===== src/rtl/controlword_pkg.sv =====
// Shared definitions for the control-word sequencer: control-word field
// positions, register widths, PC function encodings and status bit indices.
package controlword_pkg;

    localparam int CW_WIDTH     = 33;
    localparam int STATE_WIDTH  = 2;
    localparam int STATUS_WIDTH = 5;

    // Bit positions of the fields the sequencer consumes; everything above
    // CW_RF_WRITE belongs to the datapath and is passed through untouched.
    localparam int CW_RF_WRITE      = 9;
    localparam int CW_RAM_DB_EN     = 8;
    localparam int CW_RAM_WRITE     = 7;
    localparam int CW_PC_DB_EN      = 6;
    localparam int CW_PC_FUNC_HI    = 5;
    localparam int CW_PC_FUNC_LO    = 4;
    localparam int CW_PC_IN_SEL     = 3;
    localparam int CW_STATUS_LOAD   = 2;
    localparam int CW_NEXT_STATE_HI = 1;
    localparam int CW_NEXT_STATE_LO = 0;

    localparam int STATUS_Z = 0;

    typedef enum logic [1:0] {
        PC_HOLD = 2'b00,
        PC_INC  = 2'b01,
        PC_LOAD = 2'b10,
        PC_REL  = 2'b11
    } pc_func_t;

    // Sequential successor / link address.
    function automatic logic [63:0] pc_plus4(input logic [63:0] p);
        return p + 64'd4;
    endfunction

endpackage


===== src/rtl/controlword_sequencer_program_counter.sv =====
// Program counter register and next-PC selection (hold, +4, absolute
// load, word-scaled relative). Updates only while enable is high.
module program_counter
    import controlword_pkg::*;
#(
    parameter logic [63:0] RESET_PC = 64'h0
) (
    input  logic        clock,
    input  logic        reset,
    input  logic        enable,
    input  pc_func_t    func,
    input  logic [63:0] operand,
    output logic [63:0] pc,
    output logic [63:0] pc_seq
);

    logic [63:0] pc_reg;
    logic [63:0] pc_next;

    assign pc     = pc_reg;
    assign pc_seq = pc_plus4(pc_reg);

    // Next-PC mux; all arithmetic wraps modulo 2^64.
    always_comb begin
        pc_next = pc_reg;
        case (func)
            PC_HOLD: pc_next = pc_reg;
            PC_INC:  pc_next = pc_plus4(pc_reg);
            PC_LOAD: pc_next = operand;
            PC_REL:  pc_next = pc_reg + {operand[61:0], 2'b00};
            default: pc_next = pc_reg;
        endcase
    end

    // PC register, frozen while the sequencer is stalled.
    always_ff @(posedge clock or negedge reset) begin
        if (!reset) begin
            pc_reg <= RESET_PC;
        end else if (enable) begin
            pc_reg <= pc_next;
        end
    end

endmodule


===== src/rtl/controlword_sequencer.sv =====
// Sequential back end of the control unit: unpacks the selected control
// word, owns PC, control state and status registers, and freezes itself
// while a RAM access is outstanding, faulting if the wait runs too long.
module controlword_sequencer
    import controlword_pkg::*;
#(
    parameter int          MEM_TIMEOUT = 15,
    parameter logic [63:0] RESET_PC    = 64'h0
) (
    input  logic                    clock,
    input  logic                    reset,
    input  logic [CW_WIDTH-1:0]     controlword,
    input  logic [63:0]             constant,
    input  logic [STATUS_WIDTH-1:0] alu_status,
    input  logic [63:0]             reg_a_data,
    input  logic                    mem_ready,
    output logic [STATE_WIDTH-1:0]  state,
    output logic [STATUS_WIDTH-1:0] status,
    output logic [STATUS_WIDTH-1:0] status_to_decoder,
    output logic [63:0]             pc,
    output logic [63:0]             pc_databus,
    output logic                    pc_databus_enable,
    output logic                    register_file_write_gated,
    output logic                    stall,
    output logic                    fault
);

    localparam int CNT_W = $clog2(MEM_TIMEOUT + 1);

    // Unpacked fields used by the sequencer.
    logic                   rf_write;
    logic                   ram_db_en;
    logic                   ram_write;
    logic                   pc_in_sel;
    logic                   status_load;
    logic [STATE_WIDTH-1:0] next_state;
    pc_func_t               pc_func;
    logic                   mem_busy;
    logic [63:0]            operand;

    // Datapath-only fields; reduced here purely so they are referenced.
    logic unused_fields;

    logic [STATE_WIDTH-1:0]  state_reg,  state_next;
    logic [STATUS_WIDTH-1:0] status_reg, status_next;
    logic [CNT_W-1:0]        wait_cnt_reg, wait_cnt_next;
    logic                    fault_reg,  fault_next;
    logic                    wait_inc;

    assign rf_write    = controlword[CW_RF_WRITE];
    assign ram_db_en   = controlword[CW_RAM_DB_EN];
    assign ram_write   = controlword[CW_RAM_WRITE];
    assign pc_in_sel   = controlword[CW_PC_IN_SEL];
    assign status_load = controlword[CW_STATUS_LOAD];
    assign next_state  = controlword[CW_NEXT_STATE_HI:CW_NEXT_STATE_LO];
    assign pc_func     = pc_func_t'(controlword[CW_PC_FUNC_HI:CW_PC_FUNC_LO]);
    assign unused_fields = ^controlword[CW_WIDTH-1:CW_RF_WRITE+1];

    assign mem_busy = ram_db_en | ram_write;
    assign operand  = pc_in_sel ? constant : reg_a_data;

    // A completed access (mem_ready) always wins over the timeout.
    assign stall    = (mem_busy & ~mem_ready) | fault_reg;
    assign wait_inc = mem_busy & ~mem_ready & ~fault_reg;

    assign state                     = state_reg;
    assign status                    = status_reg;
    assign fault                     = fault_reg;
    assign pc_databus_enable         = controlword[CW_PC_DB_EN];
    assign register_file_write_gated = rf_write & ~stall;
    // Z bypasses the register so CBZ/CBNZ see the current ALU pass.
    assign status_to_decoder = {status_reg[STATUS_WIDTH-1:1], alu_status[STATUS_Z]};

    program_counter #(
        .RESET_PC (RESET_PC)
    ) u_pc (
        .clock   (clock),
        .reset   (reset),
        .enable  (~stall),
        .func    (pc_func),
        .operand (operand),
        .pc      (pc),
        .pc_seq  (pc_databus)
    );

    // Next values for control state, status, wait counter and fault flag.
    always_comb begin
        state_next    = state_reg;
        status_next   = status_reg;
        wait_cnt_next = '0;
        fault_next    = fault_reg;
        if (!stall) begin
            state_next = next_state;
            if (status_load) begin
                status_next = alu_status;
            end
        end
        if (wait_inc) begin
            wait_cnt_next = wait_cnt_reg + CNT_W'(1);
            if (wait_cnt_reg == CNT_W'(MEM_TIMEOUT - 1)) begin
                fault_next = 1'b1;
            end
        end
    end

    // Architectural control registers.
    always_ff @(posedge clock or negedge reset) begin
        if (!reset) begin
            state_reg    <= '0;
            status_reg   <= '0;
            wait_cnt_reg <= '0;
            fault_reg    <= 1'b0;
        end else begin
            state_reg    <= state_next;
            status_reg   <= status_next;
            wait_cnt_reg <= wait_cnt_next;
            fault_reg    <= fault_next;
        end
    end

endmodule

===== config.mk =====
export PLATFORM = sky130hd
export DESIGN_NAME = controlword_sequencer
export DESIGN_NICKNAME = d
export VERILOG_FILES = /design/src/rtl/controlword_pkg.sv /design/src/rtl/controlword_sequencer_program_counter.sv /design/src/rtl/controlword_sequencer.sv
export SDC_FILE = /design/constraint.sdc
export NUM_CORES = 1
export LEC_CHECK = 0
export CORE_ASPECT_RATIO = 1.75
export CORE_UTILIZATION = 53
export CTS_CLUSTER_DIAMETER = 30
export DETAILED_ROUTE_END_ITERATION = 8
export PLACE_DENSITY_LB_ADDON = 0.25
export SLEW_MARGIN = 20
export SYNTH_ARGS = -nofsm -noshare
export SYNTH_HDL_FRONTEND = slang
export SYNTH_HIERARCHICAL = 1
export SYNTH_SLANG_ARGS = --single-unit

===== constraint.sdc =====
create_clock -name clock -period 5 [get_ports clock]
set_clock_uncertainty 0.05 [all_clocks]
set_input_delay 1 -clock clock [delete_from_list [all_inputs] [get_ports clock]]
set_output_delay 1 -clock clock [all_outputs]
set_load 0.01 [all_outputs]

==> metrics.md, run 1 <==
| Metric | Value |
|---|---|
| Vias in the first global route | 11,800 |
| Share of cells above drive strength 1 | around an eighth |
| Commonest cells in the netlist | 134 x nand2_1, 121 x a21oi_1, 103 x nor2_1 |
| Power density over cell area | ~460 mW/mm^2 |
| Drt pass-1 iters | 5 |
| Clock power share | 11.2% |
| Maximum vdd ir drop | 0.000233 V |
| Ports | about 310 |
| Max FFs per register | 64 |
| RSZ-0062 raised after global routing | false |
| Total of warnings raised by yosys | 6 |
| Slew headroom | a little over two fifths |
| Delay of the slowest critical-path stage | 670 ps |
| Hold-fix buffers at CTS | 0 |
| Max Root-Sink Buffers | 2 |
| Avg Inst Size Synth | 7.59 sq um |
| Post-route cell area | approximately 0.014 sq mm |
| Sw frac | 47.4% |
| Slew Limit Fails | 0 |
| Ordered cell list for the critical path | ha_1 > inv_1 > or4_4 > nor3b_4 > nand2_2 > or3_1 > xnor2_2 > clkdlybuf4s50_1 |
| Num CTS Buffers | 9 |
| Nets | between 1,500 and 2,000 |
| Final WS setup | between 200 and 250 ps |
| Antenna-violating nets left | 0 |
| Hold Crit Class | reg2reg |
| Antenna violations before repair | 0 |
| CTS Root Cell | clkbuf_16 |
| Post-CTS Resized | 0 |
| Gate power share | 69.1% |
| Dominant cells by area after synthesis | dfrtp_1 19%, mux2_2 8.5%, ha_1 8.0% |
| Lkg Pwr | 0.00563 uW |
| Dpl cells | 1,811 |
| Core outline area | between 0.015 and 0.02 sq mm |
| Yosys top cell area share | approximately a fifth |
| Die height | 184 um |
| Dpl ws | 201 ps |
| Final Setup Violations | 0 |
| FFs w/ async S/R, synth | 100% |
| Mapped Cells | 1,323 |
| Post-DP HPWL | 29,900 um |
| CP top delay family | simple AND/OR/NAND/NOR gates |
| Number of synthesized flops with an enable pin | 0 |
| Count leader, synth | nand2_1 |
| Routed length per instance | 21.2 um |
| N_diodes | 0 |
| Main flop type after synthesis | dfrtp_1 |
| Die footprint | 0.0195 sq mm |
| Cell area after synthesis | 0.0100 sq mm |
| Setup crit start kind | register |
| Routability Congestion | 0.986 |
| Area leader, netlist | dfrtp_1 |
| Synth Register Bits | 76 |
| Max-Cap Viols | 0 |
| PortBufs | 287 |
| Clock sink total | 76 |
| First DRT Iteration DRCs | roughly 800 |
| Register-to-register setup slack | 1290 ps |
| Final worst path period share | approximately 96% |
| First-pass GRT wire length | 60,400 um |
| Total negative slack | 0 ps |
| Clock H-tree levels | 3 |
| Kind of critical path | reg2out |
| CP required | 3950 ps |
| Worst-skew pair later-pin latency | around 360 ps |
| Status | finished, final reports clean |
| Final Hold Fails | 0 |
| Crit path arrival time | 3740 ps |
| Total gr overflow | 0 |
| Switching pwr | 2970 uW |
| Placed cell area | 0.0132 sq mm |
| Largest net degree at the start of global routing | 77 |
| Cell internal pwr | approximately 3300 uW |
| Slowest CP cell | or4_4 |
| Buf/Inv on CP | 2 |
| Drc violations | 0 |
| Clock-pin slew on the worst setup and hold paths | ~70 ps |
| Filler Cells Inserted | ~1,500 |
| Synthesized Nets | 1,557 |
| Drt total wl | 38,700 um |
| Vias per inst | around 6.4 |
| FP Rows | between 60 and 70 |
| Initial Util | a little over half |
| Vias | 11,700 |
| Chip width | ~110 um |
| Worst Path Max Fanout | 8 |
| Finished Layout Cells | 1,827 |
| Peak Freq | 0.209 GHz |
| Total track usage | 40.0% |
| Worst Tran Pin Value | between 800 and 900 ps |
| TritonCTS clock tree | yes |
| Post-synthesis sequential area ratio | 18.9% |
| Endpoint class of the critical path | primary output |
| Area grow syn2layout | 35.0% |
| Synth cell types | 83 |
| Minimum clock period | approximately 4800 ps |
| Post-CTS setup buffers | 0 |
| Flop pwr share | 19.6% |
==> per-layer routing <==
metal	vias up	GRT usage (%)	share of wire (%)
met5	-	0	0
met3	229	5.39	7.7
met2	701	72.8	51
li1	5377	-	-
met1	5393	39.8	32
met4	0	33.2	9.0
==> final timing paths <==
| check | from | end | cells after the start |
|---|---|---|---|
| worst max-delay path | u_pc/pc[2]$_DFFE_PN0P_ | pc_databus[44] | 8 |
| worst min-delay path | wait_cnt_reg[0]$_DFF_PN0_ | wait_cnt_reg[0]$_DFF_PN0_ | 1 |
| worst max register to register | u_pc/pc[4]$_DFFE_PN0P_ | u_pc/pc[45]$_DFFE_PN0P_ | 12 |
| worst min register to register | wait_cnt_reg[0]$_DFF_PN0_ | wait_cnt_reg[0]$_DFF_PN0_ | 1 |
| max in group asynchronous | reset | u_pc/pc[42]$_DFFE_PN0P_ | 1 |
| min in group asynchronous | reset | state[0]$_DFFE_PN0N_ | 1 |
==> cells in the final DEF, fill, tap and decap left out, types with 6 or more instances in the layout <==
cell type,n
nor2b_1,8
ha_1,64
or3_1,8
o21ai_0,100
nand2_1,134
mux2i_1,20
o21bai_1,12
o21a_1,11
nor2_1,102
a211oi_1,18
a22oi_1,11
nand4_1,28
and3_1,22
o22ai_1,16
xor2_1,41
and2_1,10
mux2_2,76
o211ai_1,11
xnor2_1,67
nor3_1,30
buf_4,54
and4_1,7
a31oi_1,18
a21o_1,38
inv_1,31
nand3_1,52
o221ai_1,7
o31ai_1,6
clkbuf_16,9
clkdlybuf4s50_1,283
a21oi_1,120
dfrtp_1,76
==> cell type report <==
class | count | area (sq um) | share of cell area (%)
multi-input cells | 1122 | 7640 | 56.4
repair buffers | 342 | 3280 | 24.2
flip-flops and latches | 76 | 1900 | 14.0
well taps | 238 | 298 | 2.20
clock buffers | 11 | 243 | 1.79
inverters | 33 | 124 | 0.914
clock inverters | 5 | 61.3 | 0.452
==> per-stage QoR <==
stage	utilization, %	hold slack [ps]	power (uW)
after global placement	71.3	428	5400
after detailed placement	71.3	438	5460
after CTS	72.9	447	6190
after floorplan	-	402	3700
after global routing	72.9	463	6660
final	72.9	453	6260
==> power by group through the flow <==
| stage | clock network (uW) | registers (uW) | logic (uW) |
|---|---|---|---|
| after floorplan | 0 | 1160 | 2540 |
| after global placement | 0 | 1220 | 4180 |
| after detailed placement | 0 | 1230 | 4230 |
| after CTS | 704 | 1220 | 4260 |
| after global routing | 739 | 1270 | 4660 |
| final | 703 | 1230 | 4320 |
==> logic make-up after synthesis <==
kind of cell               share of synthesized area [%]
adders and majority gates                           8.18
buffers and inverters                               5.20
xor gates and xnor gates                            9.58
and+or+nand+nor                                     20.9
AOI/OAI and AO/OA                                   25.9
muxes                                               11.3
DFF                                                 18.9
Power figures use the tool's default switching activity.
==> run 2: changes to the inputs <==
- SYNTH_HIERARCHICAL: 1 -> unset
==> run 2 against run 1 <==
Effect of this change:
- non-clock buffer count fell by 20
- sequential share of layout area rose by 0.12 points
- highest routed layer unchanged
- combinational power fell by 5.6%
- largest power group unchanged
- design area fell by 0.83%
- cell count rose by 0.11%
- die area barely moved
- via count rose by 3.1%
- utilization fell by 0.61 points
==> metrics.md, run 2 <==
| Metric | Value |
|---|---|
| CP required | 3950 ps (about the same) |
| Synth Register Bits | 76 (unchanged) |
| Cell area after synthesis | 0.0100 sq mm (about the same) |
| Most common cell after layout, fill and taps aside | clkdlybuf4s50_1 (unchanged) |
| Dpl ws | 244 ps (was 201 ps) |
| Core outline area | 0.0186 sq mm (unchanged) |
| Largest net degree at the start of global routing | 77 (unchanged) |
| Vias per inst | 6.60 (was 6.40) |
| Final WS setup | 140 ps (was 210 ps) |
| Total gr overflow | 0 (unchanged) |
| Num CTS Buffers | 9 (unchanged) |
| Power density over cell area | 446 mW/mm^2 (was 462 mW/mm^2) |
| Peak Freq | 0.206 GHz (was 0.209 GHz) |
| Post-synthesis sequential area ratio | 19.0% (was 18.9%) |
| Final worst path period share | 97.2% (was 95.8%) |
| Area grow syn2layout | 34.0% (was 35.0%) |
| Worst Tran Pin Value | 1090 ps (was 850 ps) |
| Routed length per instance | 22.7 um (was 21.2 um) |
| Finished Layout Cells | 1,829 (was 1,827) |
| PortBufs | 287 (unchanged) |
| Kind of critical path | reg2out (unchanged) |
| Clock H-tree levels | 3 (unchanged) |
| Post-CTS Resized | 0 (unchanged) |
| Total of warnings raised by yosys | 0 (was 6) |
| TritonCTS clock tree | yes (unchanged) |
| Main flop type after synthesis | dfrtp_1 (unchanged) |
| RSZ-0062 raised after global routing | false (unchanged) |
| Most frequent cells in the layout | 283 x clkdlybuf4s50_1, 162 x nand2_1, 131 x a21oi_1 (was 283 x clkdlybuf4s50_1, 134 x nand2_1, 120 x a21oi_1) |
| Antenna violations before repair | 0 (unchanged) |
| Final Setup Violations | 0 (unchanged) |
| Chip width | 106 um (about the same) |
| Crit path arrival time | 3810 ps (was 3740 ps) |
| Worst-skew pair later-pin latency | 370 ps (was 360 ps) |
| N_diodes | 0 (unchanged) |
| Endpoint class of the critical path | primary output (unchanged) |
| Total track usage | 42.2% (was 40.0%) |
| Synth cell types | 78 (was 83) |
| Synthesized Nets | 1,579 (was 1,557) |
| Hold Crit Class | reg2reg (unchanged) |
| Final Hold Fails | 0 (unchanged) |
| Worst Hold Depth | 2 (was 1) |
| Share of cells above drive strength 1 | 9.24% (was 11.8%) |
| Slew Limit Fails | 0 (unchanged) |
| FP Rows | 66 (unchanged) |
| Drt pass-1 iters | 7 (was 5) |
| Die footprint | 0.0195 sq mm (about the same) |
| Antenna-violating nets left | 0 (unchanged) |
| Status | finished, final reports clean (unchanged) |
| Hold-fix buffers at CTS | 0 (unchanged) |
| Nets | 1,820 (was 1,818) |
| Mapped Cells | 1,345 (was 1,323) |
| Yosys top cell area share | 19.0% (was 18.9%) |
| Slew headroom | 26.8% (was 43.2%) |
| Clock-pin slew on the worst setup and hold paths | 80 ps (was 70 ps) |
| Area leader, netlist | dfrtp_1 (unchanged) |
| Max Root-Sink Buffers | 2 (unchanged) |
| Clock sink total | 76 (unchanged) |
| Routability Congestion | 0.968 (was 0.986) |
| Dpl cells | 1,813 (was 1,811) |
| First-pass GRT wire length | 63,300 um (was 60,400 um) |
| Post-DP HPWL | 31,300 um (was 29,900 um) |
| Worst Path Max Fanout | 8 (unchanged) |
| Vias in the first global route | 12,200 (was 11,800) |
| Commonest cells in the netlist | 162 x nand2_1, 132 x a21oi_1, 109 x nor2_1 (was 134 x nand2_1, 121 x a21oi_1, 103 x nor2_1) |
| Avg Inst Size Synth | 7.46 sq um (was 7.59 sq um) |
| Count leader, synth | nand2_1 (unchanged) |
| CTS Root Cell | clkbuf_16 (unchanged) |
| FFs w/ async S/R, synth | 100% (unchanged) |
| Post-CTS setup buffers | 0 (unchanged) |
| First DRT Iteration DRCs | 955 (was 801) |
| Total negative slack | 0 ps (unchanged) |
| Minimum clock period | 4860 ps (was 4790 ps) |
| Worst R2R Path Depth | 14 (was 12) |
| Dominant cells by area after synthesis | dfrtp_1 19%, ha_1 8.0%, mux2_2 7.4% (was dfrtp_1 19%, mux2_2 8.5%, ha_1 8.0%) |
| Setup crit start kind | register (unchanged) |
| Register-to-register setup slack | 1150 ps (was 1290 ps) |
| Drc violations | 0 (unchanged) |
| Maximum vdd ir drop | 0.000256 V (was 0.000233 V) |
| Vias | 12,100 (was 11,700) |
| Initial Util | 54.0% (about the same) |
| Ports | 313 (unchanged) |
| Max FFs per register | 64 (unchanged) |
| Max-Cap Viols | 0 (unchanged) |
| Lkg Pwr | 0.00548 uW (was 0.00563 uW) |
| Number of synthesized flops with an enable pin | 0 (unchanged) |
| Die height | 184 um (about the same) |
| Drt total wl | 41,600 um (was 38,700 um) |
[run 2: critical path, stage by stage, from the launching register on]
cell and delay [ps]:
dfrtp_1 510, nand3_1 180, nor4_2 600, and2_1 530, nand2_1 280, nor2_1 290
nand2_1 120, xnor2_1 320, clkdlybuf4s50_1 620
[run 2: per-layer routing]
layer  wire, um  vias to the layer above  track usage (%)
met5          0                        -                0
met4       3640                        0             35.6
met3       3010                      252             7.27
met2      21200                      709             75.8
met1      13700                     5692             41.7
li1           -                     5414                -
[run 2: area by class of cell]
| cell class | count | area, sq um |
|---|---|---|
| sequential | 76 | 1900 |
| timing repair buffer | 322 | 3170 |
| fill | 1498 | 5140 |
| clock inverter | 7 | 82.6 |
| multi-input combinational | 1146 | 7640 |
| inverter | 31 | 116 |
| tap | 238 | 298 |
| clock buffer | 9 | 225 |
[run 2: final timing paths]
| path | startpoint | to |
|---|---|---|
| worst min-delay path | state[1]$_DFFE_PN0N_ | state[1]$_DFFE_PN0N_ |
| max in group asynchronous | reset | u_pc.pc[44]$_DFFE_PN0P_ |
| worst max-delay path | u_pc.pc[14]$_DFFE_PN0P_ | pc_databus[41] |
| min in group asynchronous | reset | u_pc.pc[17]$_DFFE_PN0P_ |
| worst min register to register | state[1]$_DFFE_PN0N_ | state[1]$_DFFE_PN0N_ |
| worst max register to register | u_pc.pc[2]$_DFFE_PN0P_ | u_pc.pc[54]$_DFFE_PN0P_ |
[run 2: cells by family (layout without fill, tap and decap cells)]
| logic type | Yosys count | count (layout) | share of synthesized area, % |
|---|---|---|---|
| xor+xnor | 115 | 115 | 10.0 |
| compound gates | 430 | 430 | 27.6 |
| mux | 84 | 84 | 9.21 |
| simple gates | 452 | 452 | 21.0 |
| buf+inv | 123 | 369 | 5.08 |
| fa+ha+maj | 65 | 65 | 8.18 |
| flops | 76 | 76 | 19.0 |
[run 2: power breakdown]
part / total, uW / internal [uW] / switching [uW]
Sequential: 1180 / 787 / 393
Clock: 729 / 396 / 334
Combinational: 4080 / 1920 / 2170
[run 2: stage by stage]
stage / power [uW] / hold slack, ps / util (%) / area [sq um]
after floorplan: 3570 / 402 / - / 10000
after global placement: 5110 / 409 / 70.6 / 13100
after detailed placement: 5160 / 429 / 70.6 / 13100
after CTS: 5910 / 444 / 72.3 / 13400
after global routing: 6330 / 469 / 72.3 / 13400
final: 5990 / 443 / 72.3 / 13400
